$ cat config.mk
export PLATFORM = sky130hd
export DESIGN_NAME = breakout_match_ctrl_flat
export DESIGN_NICKNAME = d
export VERILOG_FILES = /design/src/rtl/breakout_pkg.sv /design/src/rtl/breakout_match_ctrl_if.sv /design/src/rtl/breakout_match_ctrl_bcd.sv /design/src/rtl/breakout_match_ctrl.sv /design/src/flat_wrapper.sv
export SDC_FILE = /design/constraint.sdc
export NUM_CORES = 1
export LEC_CHECK = 0
export BUFFER_PORTS_ARGS = -buffer_cell sky130_fd_sc_hd__buf_2
export CORE_ASPECT_RATIO = 1.75
export CORE_MARGIN = 10
export CORE_UTILIZATION = 40
export DETAILED_ROUTE_END_ITERATION = 16
export PLACE_DENSITY_LB_ADDON = 0.05
export SYNTH_ARGS = -nofsm -noshare
export SYNTH_HDL_FRONTEND = slang
export SYNTH_SLANG_ARGS = --single-unit
$ cat constraint.sdc
create_clock -name clk -period 2.1 [get_ports clk]
set_clock_uncertainty 0.05 [all_clocks]
set_input_delay 0.42 -clock clk [delete_from_list [all_inputs] [get_ports clk]]
set_output_delay 0.42 -clock clk [all_outputs]
set_load 0.02 [all_outputs]
$ cat src/rtl/breakout_pkg.sv
// Shared types and sizing helpers for the breakout match sequencer.
package breakout_pkg;

  // Match flow states; the encoding is visible on the state output.
  typedef enum logic [2:0] {
    ATTRACT = 3'd0,
    LOAD    = 3'd1,
    SERVE   = 3'd2,
    PLAY    = 3'd3,
    LOST    = 3'd4,
    CLEAR   = 3'd5,
    OVER    = 3'd6
  } match_state_t;

  // Width needed to hold a block count from 0 up to rows*cols inclusive.
  function automatic int block_count_w(input int rows, input int cols);
    return $clog2(rows * cols + 1);
  endfunction

  // Block counter width for the default 16x13 playfield.
  localparam int BLOCK_COUNT_W = block_count_w(16, 13);

endpackage

$ cat src/rtl/breakout_match_ctrl_if.sv
// Playfield <-> match sequencer signal bundle.
// All event inputs are single-cycle pulses (btn_select is a level); there is
// no backpressure: the sequencer consumes each pulse in the cycle it is seen,
// and every status output is a registered level updated one cycle later.
interface breakout_match_ctrl_if
  import breakout_pkg::*;
#(
  parameter int SCORE_DIGITS = 4,
  parameter int BLK_W        = BLOCK_COUNT_W
);
  logic                      frame_pulse;
  logic                      btn_select;
  logic                      block_hit;
  logic                      ball_lost;
  match_state_t              state;
  logic                      ball_hold;
  logic                      ball_run;
  logic                      reload_blocks;
  logic [3:0]                lives;
  logic [3:0]                level;
  logic [4*SCORE_DIGITS-1:0] score;
  logic [BLK_W-1:0]          blocks_left;
  logic                      game_over;

  // Playfield side: produces events, consumes controls and status.
  modport master (
    output frame_pulse, btn_select, block_hit, ball_lost,
    input  state, ball_hold, ball_run, reload_blocks, lives, level,
           score, blocks_left, game_over
  );

  // Sequencer side.
  modport slave (
    input  frame_pulse, btn_select, block_hit, ball_lost,
    output state, ball_hold, ball_run, reload_blocks, lives, level,
           score, blocks_left, game_over
  );
endinterface

$ cat src/rtl/breakout_match_ctrl_bcd.sv
// Multi-digit BCD counter: synchronous clear, +1 with ripple carry,
// saturating at all nines.
module bcd_counter #(
  parameter int DIGITS = 4
) (
  input  logic                clk,
  input  logic                rst,
  input  logic                i_clr,
  input  logic                i_inc,
  output logic [4*DIGITS-1:0] o_count
);
  logic [4*DIGITS-1:0] r_count;
  logic [4*DIGITS-1:0] w_next;
  logic                w_all_nines;

  // Increment value with decimal ripple carry, and saturation detect.
  always_comb begin
    logic carry;
    w_next      = r_count;
    w_all_nines = 1'b1;
    carry       = 1'b1;
    for (int d = 0; d < DIGITS; d++) begin
      if (r_count[4*d +: 4] != 4'd9) w_all_nines = 1'b0;
      if (carry) begin
        if (r_count[4*d +: 4] == 4'd9) begin
          w_next[4*d +: 4] = 4'd0;
        end else begin
          w_next[4*d +: 4] = r_count[4*d +: 4] + 4'd1;
          carry            = 1'b0;
        end
      end
    end
  end

  // Count register; clear beats increment, all-nines holds.
  always_ff @(posedge clk) begin
    if (rst || i_clr) r_count <= '0;
    else if (i_inc && !w_all_nines) r_count <= w_next;
  end

  assign o_count = r_count;
endmodule

$ cat src/rtl/breakout_match_ctrl.sv
// Match sequencer: lives, BCD score, level, blocks remaining and the
// attract/serve/play/lost/clear/over flow for one breakout playfield.
module breakout_match_ctrl
  import breakout_pkg::*;
#(
  parameter int NUM_ROWS     = 16,
  parameter int NUM_COLS     = 13,
  parameter int LIVES        = 3,
  parameter int SCORE_DIGITS = 4,
  parameter int SERVE_FRAMES = 60,
  parameter int LOST_FRAMES  = 90
) (
  input logic                  clk,
  input logic                  rst,
  input logic                  en,
  breakout_match_ctrl_if.slave bus
);
  localparam int BLK_W      = block_count_w(NUM_ROWS, NUM_COLS);
  localparam int MAX_FRAMES = (SERVE_FRAMES > LOST_FRAMES) ? SERVE_FRAMES : LOST_FRAMES;
  localparam int FRAME_W    = $clog2(MAX_FRAMES + 1);
  localparam logic [BLK_W-1:0]   TOTAL_BLOCKS = BLK_W'(NUM_ROWS * NUM_COLS);
  localparam logic [FRAME_W-1:0] SERVE_LAST   = FRAME_W'(SERVE_FRAMES - 1);
  localparam logic [FRAME_W-1:0] LOST_LAST    = FRAME_W'(LOST_FRAMES - 1);
  localparam logic [3:0]         LIVES_INIT   = 4'(LIVES);

  match_state_t       r_state, w_next_state;
  logic [3:0]         r_lives, w_next_lives;
  logic [3:0]         r_level, w_next_level;
  logic [BLK_W-1:0]   r_blocks, w_next_blocks;
  logic [FRAME_W-1:0] r_frames, w_next_frames;
  logic               r_btn_q;
  logic               r_hold, r_run, r_reload, r_over;
  logic               w_btn_edge, w_hit_ok, w_score_clr, w_score_inc;

  // Held-through-reset buttons give no edge because r_btn_q resets to 1.
  assign w_btn_edge = bus.btn_select & ~r_btn_q;
  // A hit on an empty field is dropped so the count cannot underflow.
  assign w_hit_ok   = bus.block_hit && (r_blocks != '0);

  // Next-state, counter updates and frame wait bookkeeping.
  always_comb begin
    w_next_state  = r_state;
    w_next_lives  = r_lives;
    w_next_level  = r_level;
    w_next_blocks = r_blocks;
    w_score_clr   = 1'b0;
    w_score_inc   = 1'b0;
    case (r_state)
      ATTRACT: if (w_btn_edge) begin
        w_score_clr  = 1'b1;
        w_next_lives = LIVES_INIT;
        w_next_level = 4'd1;
        w_next_state = LOAD;
      end
      LOAD: begin
        w_next_blocks = TOTAL_BLOCKS;
        w_next_state  = SERVE;
      end
      SERVE: if (w_btn_edge || (bus.frame_pulse && r_frames == SERVE_LAST)) w_next_state = PLAY;
      PLAY: begin
        if (w_hit_ok) begin
          w_next_blocks = r_blocks - BLK_W'(1);
          w_score_inc   = 1'b1;
        end
        // Clearing the field wins over a simultaneous lost ball.
        if (w_hit_ok && r_blocks == BLK_W'(1)) begin
          w_next_state = CLEAR;
        end else if (bus.ball_lost) begin
          w_next_lives = r_lives - 4'd1;
          w_next_state = (r_lives > 4'd1) ? LOST : OVER;
        end
      end
      LOST: if (bus.frame_pulse && r_frames == LOST_LAST) w_next_state = SERVE;
      CLEAR: if (bus.frame_pulse && r_frames == LOST_LAST) begin
        w_next_level = (r_level == 4'd15) ? 4'd1 : r_level + 4'd1;
        w_next_state = LOAD;
      end
      OVER: if (w_btn_edge) w_next_state = ATTRACT;
      default: w_next_state = ATTRACT;
    endcase
    // Every state change restarts the frame wait from zero.
    if (w_next_state != r_state) begin
      w_next_frames = '0;
    end else if (bus.frame_pulse && (r_state == SERVE || r_state == LOST || r_state == CLEAR)) begin
      w_next_frames = r_frames + FRAME_W'(1);
    end else begin
      w_next_frames = r_frames;
    end
  end

  // State and counter registers; outputs are registered from next state.
  always_ff @(posedge clk) begin
    if (rst) begin
      r_state  <= ATTRACT;
      r_lives  <= '0;
      r_level  <= '0;
      r_blocks <= '0;
      r_frames <= '0;
      r_btn_q  <= 1'b1;
      r_hold   <= 1'b0;
      r_run    <= 1'b0;
      r_reload <= 1'b0;
      r_over   <= 1'b0;
    end else if (en) begin
      r_state  <= w_next_state;
      r_lives  <= w_next_lives;
      r_level  <= w_next_level;
      r_blocks <= w_next_blocks;
      r_frames <= w_next_frames;
      r_btn_q  <= bus.btn_select;
      r_hold   <= (w_next_state == SERVE);
      r_run    <= (w_next_state == PLAY);
      r_reload <= (w_next_state == LOAD);
      r_over   <= (w_next_state == OVER);
    end
  end

  bcd_counter #(.DIGITS(SCORE_DIGITS)) u_score (
    .clk     (clk),
    .rst     (rst),
    .i_clr   (en & w_score_clr),
    .i_inc   (en & w_score_inc),
    .o_count (bus.score)
  );

  assign bus.state         = r_state;
  assign bus.lives         = r_lives;
  assign bus.level         = r_level;
  assign bus.blocks_left   = r_blocks;
  assign bus.ball_hold     = r_hold;
  assign bus.ball_run      = r_run;
  assign bus.reload_blocks = r_reload;
  assign bus.game_over     = r_over;
endmodule

$ cat src/flat_wrapper.sv
// flat-port wrapper written by rule: the top's interface ports become plain ports
module breakout_match_ctrl_flat import breakout_pkg::*;
#(
  parameter int NUM_ROWS     = 16,
  parameter int NUM_COLS     = 13,
  parameter int LIVES        = 3,
  parameter int SCORE_DIGITS = 4,
  parameter int SERVE_FRAMES = 60,
  parameter int LOST_FRAMES  = 90
)
  (clk, rst, en, bus_frame_pulse, bus_btn_select, bus_block_hit, bus_ball_lost, bus_state, bus_ball_hold, bus_ball_run, bus_reload_blocks, bus_lives, bus_level, bus_score, bus_blocks_left, bus_game_over);
  breakout_match_ctrl_if #(.SCORE_DIGITS(SCORE_DIGITS), .BLK_W(8)) bus_i ();
  input logic clk;
  input logic rst;
  input logic en;
  input wire logic [$bits(bus_i.frame_pulse)-1:0] bus_frame_pulse;
  input wire logic [$bits(bus_i.btn_select)-1:0] bus_btn_select;
  input wire logic [$bits(bus_i.block_hit)-1:0] bus_block_hit;
  input wire logic [$bits(bus_i.ball_lost)-1:0] bus_ball_lost;
  output wire logic [$bits(bus_i.state)-1:0] bus_state;
  output wire logic [$bits(bus_i.ball_hold)-1:0] bus_ball_hold;
  output wire logic [$bits(bus_i.ball_run)-1:0] bus_ball_run;
  output wire logic [$bits(bus_i.reload_blocks)-1:0] bus_reload_blocks;
  output wire logic [$bits(bus_i.lives)-1:0] bus_lives;
  output wire logic [$bits(bus_i.level)-1:0] bus_level;
  output wire logic [$bits(bus_i.score)-1:0] bus_score;
  output wire logic [$bits(bus_i.blocks_left)-1:0] bus_blocks_left;
  output wire logic [$bits(bus_i.game_over)-1:0] bus_game_over;
  assign bus_i.frame_pulse = bus_frame_pulse;
  assign bus_i.btn_select = bus_btn_select;
  assign bus_i.block_hit = bus_block_hit;
  assign bus_i.ball_lost = bus_ball_lost;
  assign bus_state = bus_i.state;
  assign bus_ball_hold = bus_i.ball_hold;
  assign bus_ball_run = bus_i.ball_run;
  assign bus_reload_blocks = bus_i.reload_blocks;
  assign bus_lives = bus_i.lives;
  assign bus_level = bus_i.level;
  assign bus_score = bus_i.score;
  assign bus_blocks_left = bus_i.blocks_left;
  assign bus_game_over = bus_i.game_over;
  breakout_match_ctrl #(.NUM_ROWS(NUM_ROWS), .NUM_COLS(NUM_COLS), .LIVES(LIVES), .SCORE_DIGITS(SCORE_DIGITS), .SERVE_FRAMES(SERVE_FRAMES), .LOST_FRAMES(LOST_FRAMES)) u_core (.clk(clk), .rst(rst), .en(en), .bus(bus_i));
endmodule
==> flow_metrics.env, run 1 <==
export IMPL_path_max_fanout=8
export IMPL_root_buffer="clkbuf_8"
export IMPL_grt_pass1_vias=2374
export IMPL_yosysUniqueCellTypes=54
export IMPL_drc=0
export IMPL_cellPowerDensity_nw_per_um2=537.2
export IMPL_numCtsBuffers=5
export IMPL_required_ns=2.28
export IMPL_slowest_delay_ns=0.37
export IMPL_vdd_ir_drop_worst_uv=349.2
export IMPL_routed_wl_um=7291
export IMPL_r2r_start="u_core.bus.blocks_left[0]$_SDFFE_PP0P_"
export IMPL_cp_startpoint="u_core.bus.blocks_left[0]$_SDFFE_PP0P_"
export IMPL_yosysWarnings=0
export IMPL_outcome="complete, no violations"
export IMPL_placed_cells=457
export IMPL_synth_edf_count=0
export IMPL_vias_per_cell=5.415
export IMPL_cp_slowest_cell="dfxtp_4"
export IMPL_clock_latency_ns=0.31
export IMPL_track_usage=0.1410
export IMPL_place_ws_ns=-0.005112
export IMPL_stdcell_count=472
export IMPL_clkTransAtPathRegs_ns=0.09
export IMPL_yosysTopAreaCellShare=0.3659
export IMPL_gr_total_overflow=0
export IMPL_clock_fmax_mhz=490.3
export IMPL_grt_setup_unrepaired="true"
export IMPL_cts_tree="done"
export IMPL_syn_area_um2=2571
export IMPL_core_um2=6228
export IMPL_synth_fp_nets=325
export IMPL_worstMarginPinSlew_ns=0.5304
export IMPL_rows=38
export IMPL_syn2layout_area_growth_pct=29.73
export IMPL_period_needed_ns=2.039
export IMPL_min_delay_start="rst"
export IMPL_setup_ws_ns=0.06053
export IMPL_cts_hold_buf=0
export IMPL_syn_inst=311
export IMPL_synth_common_cells="47 x dfxtp_1, 39 x nor2_1, 22 x nand2_1"
export IMPL_p_leak_nw=1.389
export IMPL_io_pins=46
export IMPL_initial_core_util=0.4128
export IMPL_grt_pass1_wl_um=11530
export IMPL_first_pass_iters=4
export IMPL_syn_area_per_cell_um2=8.268
export IMPL_crit_family="compound AO/OA/AOI/OAI gates"
export IMPL_cts_path_max_buffers=2
export IMPL_min_path_type="primary input to flop"
export IMPL_power_total_mw=1.792
export IMPL_crit_arrival_ns=2.22
export IMPL_ant_nets=0
export IMPL_nNetsFinal=405
export IMPL_drive_above_1_share=0.3010
export IMPL_fillCellCount=610
export IMPL_maxSlewHeadroom=0.6426
export IMPL_path_buf_inv=2
export IMPL_dieArea_um2=10160
export IMPL_yosysSeqAreaShare=0.3659
export IMPL_hpwl_um=5623
export IMPL_grt_max_degree=19
export IMPL_slew_viol_final=0
export IMPL_synth_most_common_cell="dfxtp_1"
export IMPL_n_antenna_cell=0
export IMPL_post_drt_wl_per_cell_um=15.45
export IMPL_period_share=0.9712
export IMPL_setup_violations=0
export IMPL_async_flop_share=0
export IMPL_htree_levels=2
export IMPL_synth_flop_cell="dfxtp_1"
export IMPL_drt_iter0_drc=110
export IMPL_netlist_top_cells_area="dfxtp_1 37%, nor2_1 5.7%, ha_1 3.4%"
export IMPL_port_buffers=45
export IMPL_crit_chain="inv_4, ha_4, and3b_2, and3_4, a221oi_4, xnor2_2, buf_12, nand4_1, a31oi_1"
export IMPL_drv_cap=0
export IMPL_clock_sink_count=47
export IMPL_crit_type="flop to flop"
export IMPL_synth_area_leader_cell="dfxtp_1"
export IMPL_startpoint_type="flop"
export IMPL_dr_total_vias=2556
export IMPL_end_kind="flop"
export IMPL_routabilityCongestion=0.7997
export IMPL_hold_violations=0
export IMPL_fp_dieW_um=80.61
export IMPL_synth_seq_cells=47
export IMPL_antenna_found_initial=0
export IMPL_die_h_um=126.1
-- sequential cells by signal, indices dropped and copies added (netlist names) --
register,count
u_core.u_score.o_count,16
u_core.bus.blocks_left,8
u_core.r_frames,7
u_core.bus.level,4
u_core.bus.lives,4
u_core.bus.state,3
u_core.bus.ball_hold,1
u_core.bus.ball_run,1
u_core.bus.game_over,1
u_core.bus.reload_blocks,1
u_core.r_btn_q,1
-- cell type report --
class                   instances  area (µm²)  area share
flip-flops and latches         47       948.4      0.2843
repair buffers                 89       571.8      0.1714
clock buffers                   6       72.57     0.02176
inverters                      13       53.80     0.01613
well taps                      80       100.1     0.03001
multi-input cells             235        1577      0.4726
clock inverters                 2       12.51    0.003751
-- logic make-up after synthesis --
group	after synthesis	synth area share
fa+ha+maj	7	0.03406
mux	3	0.01168
flops	47	0.3659
buf+inv	29	0.05012
xor+xnor	19	0.06764
simple gates	143	0.3032
compound gates	63	0.1674
-- power breakdown --
| part | switching (mW) | internal [mW] | leakage, nW |
|---|---|---|---|
| sequential | 0.0229 | 0.910 | 0.382 |
| combinational | 0.176 | 0.136 | 0.965 |
| clock | 0.314 | 0.233 | 0.0412 |
-- metal layers --
layer | GRT usage | up-vias | wire length [µm]
met1 | 0.1362 | 1207 | 2675
met5 | 0 | - | 0
li1 | - | 1283 | -
met2 | 0.2618 | 51 | 4077
met3 | 0.03276 | 15 | 323
met4 | 0.07188 | 0 | 214
-- worst register-to-register path: cells and delay by family, from the launching register on --
kind	cells	cell delay [ns]
buffers and inverters	2	0.22
adders and majority gates	1	0.12
and+or+nand+nor	3	0.45
xor gates and xnor gates	1	0.21
DFF	1	0.37
AOI/OAI and AO/OA	2	0.53
-- what timing repair did --
item                                    in CTS  in global routing
endpoints found under the setup margin       1                 17
gates cloned                                 0                  1
resized for setup                            1                 21
pin swaps                                    3                 17
setup buffers                                0                  6
-- cells in the final DEF, fill, tap and decap left out, types with 2 or more instances in the layout --
master    netlist  layout
nand3b_1        4       4
nor4_1          3       2
nor3_1         12      12
nor2_1         39      39
nor4bb_1        2       2
a32oi_1         3       3
a41oi_1         2       2
o21a_1          2       2
or3_1           3       2
o211ai_1        4       4
o21ai_0         9       9
inv_4           0       2
nor4b_1         3       3
nand2b_1        4       4
nand4_1        11      11
buf_4           4      42
dfxtp_2         0       3
xor2_1          8       8
nor2b_1         7       7
a211oi_1        4       4
ha_4            0       2
dfxtp_1        47      43
a21oi_1        17      16
mux2i_1         3       3
nand3_1        11      11
nand2_1        22      22
and3_1          4       4
clkbuf_8        0       5
a31oi_1         7       7
xnor2_1        10      10
ha_1            7       5
nor3b_1         6       5
and2_1          3       3
inv_1          12      10
and4_1          2       2
a21o_1          2       2
buf_2           3      45
-- through the flow --
stage | hold WS (ns) | utilization | area, µm² | TNS (ns)
floorplan | 0.4308 | - | 2589 | 0
global placement | 0.4026 | 0.5012 | 3122 | 0
detailed placement | 0.4047 | 0.5012 | 3122 | -0.005112
CTS | 0.3974 | 0.5157 | 3212 | 0
global route | 0.3978 | 0.5356 | 3336 | -0.1109
finish | 0.4068 | 0.5356 | 3336 | 0
-- worst paths after layout --
check | to | slack [ns] | cells after the start
worst max-delay path | u_core.r_frames[1]$_SDFFE_PP0P_ | 0.06 | 9
worst min-delay path | u_core.bus.blocks_left[1]$_SDFFE_PP0P_ | 0.41 | 2
worst max register to register | u_core.r_frames[1]$_SDFFE_PP0P_ | 0.06 | 9
worst min register to register | u_core.bus.ball_run$_SDFFE_PP0P_ | 0.42 | 2
Power figures use the tool's default switching activity.
==> inputs of run 2 (changes only) <==
==> constraint.sdc (replaced) <==
create_clock -name clk -period 2.1 [get_ports clk]
set_clock_uncertainty 0.05 [all_clocks]
set_input_delay 0.105 -clock clk [delete_from_list [all_inputs] [get_ports clk]]
set_output_delay 0.105 -clock clk [all_outputs]
set_load 0.02 [all_outputs]
==> flow_metrics.env, run 2 (synthesis results as in run 1) <==
export IMPL_vias_per_cell=5.450
export IMPL_drc=0
export IMPL_crit_family="compound AO/OA/AOI/OAI gates"
export IMPL_whs_ns=0.08732
export IMPL_cellPowerDensity_nw_per_um2=549.4
export IMPL_drv_cap=0
export IMPL_post_drt_wl_per_cell_um=15.45
export IMPL_first_pass_iters=4
export IMPL_drive_above_1_share=0.3079
export IMPL_largest_register_ffs=16
export IMPL_layout_commonest_cell="buf_2"
export IMPL_cp_num_cells=9
export IMPL_slowest_delay_ns=0.37
export IMPL_track_usage=0.1405
export IMPL_dieArea_um2=10160
export IMPL_clock_sink_count=47
export IMPL_cp_startpoint="u_core.bus.blocks_left[1]$_SDFFE_PP0P_"
export IMPL_antenna_found_initial=0
export IMPL_most_common_layout_cells="46 x buf_2, 42 x dfxtp_1, 40 x buf_4"
export IMPL_r2r_cells=9
export IMPL_cts_tree="done"
export IMPL_crit_arrival_ns=2.26
export IMPL_crit_type="flop to flop"
export IMPL_rows=38
export IMPL_r2r_end="u_core.r_frames[6]$_SDFFE_PP0P_"
export IMPL_p_leak_nw=1.421
export IMPL_grt_pass1_wl_um=11650
export IMPL_clock_fmax_mhz=486.4
export IMPL_hold_violations=0
export IMPL_r2r_slack_ns=0.04
export IMPL_use_met2=0.2655
export IMPL_r2r_start="u_core.bus.blocks_left[1]$_SDFFE_PP0P_"
export IMPL_cp_slowest_cell="a221oi_4"
export IMPL_port_buffers=45
export IMPL_cts_path_max_buffers=2
export IMPL_setup_ws_ns=0.04427
export IMPL_clock_latency_ns=0.31
export IMPL_worstMarginPinSlew_ns=0.4160
export IMPL_grtUsageMet3=0.02920
export IMPL_startpoint_type="flop"
export IMPL_grt_setup_unrepaired="true"
export IMPL_power_total_mw=1.872
export IMPL_fp_dieW_um=80.61
export IMPL_numCtsBuffers=5
export IMPL_routed_wl_um=7310
export IMPL_grt_busiest_layer="met2"
export IMPL_vdd_ir_drop_worst_uv=313.3
export IMPL_path_max_fanout=5
export IMPL_period_share=0.9789
export IMPL_setup_violations=0
export IMPL_drt_iter0_drc=82
export IMPL_path_buf_inv=2
export IMPL_root_buffer="clkbuf_8"
export IMPL_maxSlewHeadroom=0.7221
export IMPL_nNetsFinal=406
export IMPL_dr_total_vias=2578
export IMPL_grt_pass1_vias=2422
export IMPL_n_antenna_cell=0
export IMPL_initial_core_util=0.4128
export IMPL_die_h_um=126.1
export IMPL_io_pins=46
export IMPL_holdPathStages=2
export IMPL_htree_levels=2
export IMPL_clkTransAtPathRegs_ns=0.10
export IMPL_slew_viol_final=0
export IMPL_required_ns=2.30
export IMPL_min_path_type="primary input to flop"
export IMPL_crit_chain="inv_4, ha_4, and3b_1, and3_4, a221oi_4, xnor2_4, clkbuf_16, nand4_1, a31oi_1"
export IMPL_use_met1=0.1381
export IMPL_hpwl_um=5476
export IMPL_cp_endpoint="u_core.r_frames[6]$_SDFFE_PP0P_"
export IMPL_core_um2=6228
export IMPL_period_needed_ns=2.056
export IMPL_syn2layout_area_growth_pct=32.51
export IMPL_place_ws_ns=0.03349
export IMPL_gr_total_overflow=0
export IMPL_routabilityCongestion=0.8270
export IMPL_end_kind="flop"
export IMPL_ant_nets=0
export IMPL_fin_tns_setup_ns=0
export IMPL_grt_max_degree=19
export IMPL_outcome="complete, no violations"
==> run 2: cell type report <==
cell class                      instances  area [µm²]
Timing Repair Buffer                   90       596.8
Inverter                               13       53.80
Multi-Input combinational cell        235        1607
Tap cell                               80       100.1
Sequential cell                        47       949.7
Fill cell                             627        2821
Clock buffer                            8       100.1
==> run 2: routing by layer <==
| layer | part of all wire | wire length [µm] |
|---|---|---|
| met1 | 0.38 | 2771 |
| met2 | 0.55 | 4056 |
| met3 | 0.039 | 282 |
| met4 | 0.027 | 199 |
| met5 | 0 | 0 |
==> run 2: through the flow <==
| step | instance area, µm² | instances | utilization |
|---|---|---|---|
| after floorplan | 2589 | 311 | - |
| after global placement | 3114 | 456 | 0.5000 |
| after detailed placement | 3114 | 456 | 0.5000 |
| after CTS | 3224 | 465 | 0.5177 |
| after global routing | 3407 | 473 | 0.5470 |
| final | 3407 | 473 | 0.5470 |
==> run 2: report_power, final <==
| part | total [mW] | leakage (nW) | switching, mW | internal [mW] |
|---|---|---|---|---|
| Combinational | 0.332 | 0.987 | 0.187 | 0.145 |
| Clock | 0.609 | 0.0515 | 0.308 | 0.301 |
| Sequential | 0.931 | 0.383 | 0.0210 | 0.910 |
| Total | 1.87 | 1.42 | 0.516 | 1.36 |
==> run 2: how the worst min path moves through the flow <==
stage / slack [ns] / endpoint / start
after floorplan: 0.17 / u_core.r_btn_q$_SDFFE_PP1P_ / bus_btn_select
after global placement: 0.32 / u_core.r_btn_q$_SDFFE_PP1P_ / bus_btn_select
after detailed placement: 0.32 / u_core.r_btn_q$_SDFFE_PP1P_ / bus_btn_select
after CTS: 0.08 / u_core.r_btn_q$_SDFFE_PP1P_ / en
after global routing: 0.11 / u_core.r_btn_q$_SDFFE_PP1P_ / en
final: 0.09 / u_core.r_btn_q$_SDFFE_PP1P_ / en
==> run 2: timing repair <==
action,in CTS,in global routing
setup endpoints to repair,0,15
hold buffers,1,0
setup buffers,0,6
resized for setup,0,25
hold endpoints to repair,1,0
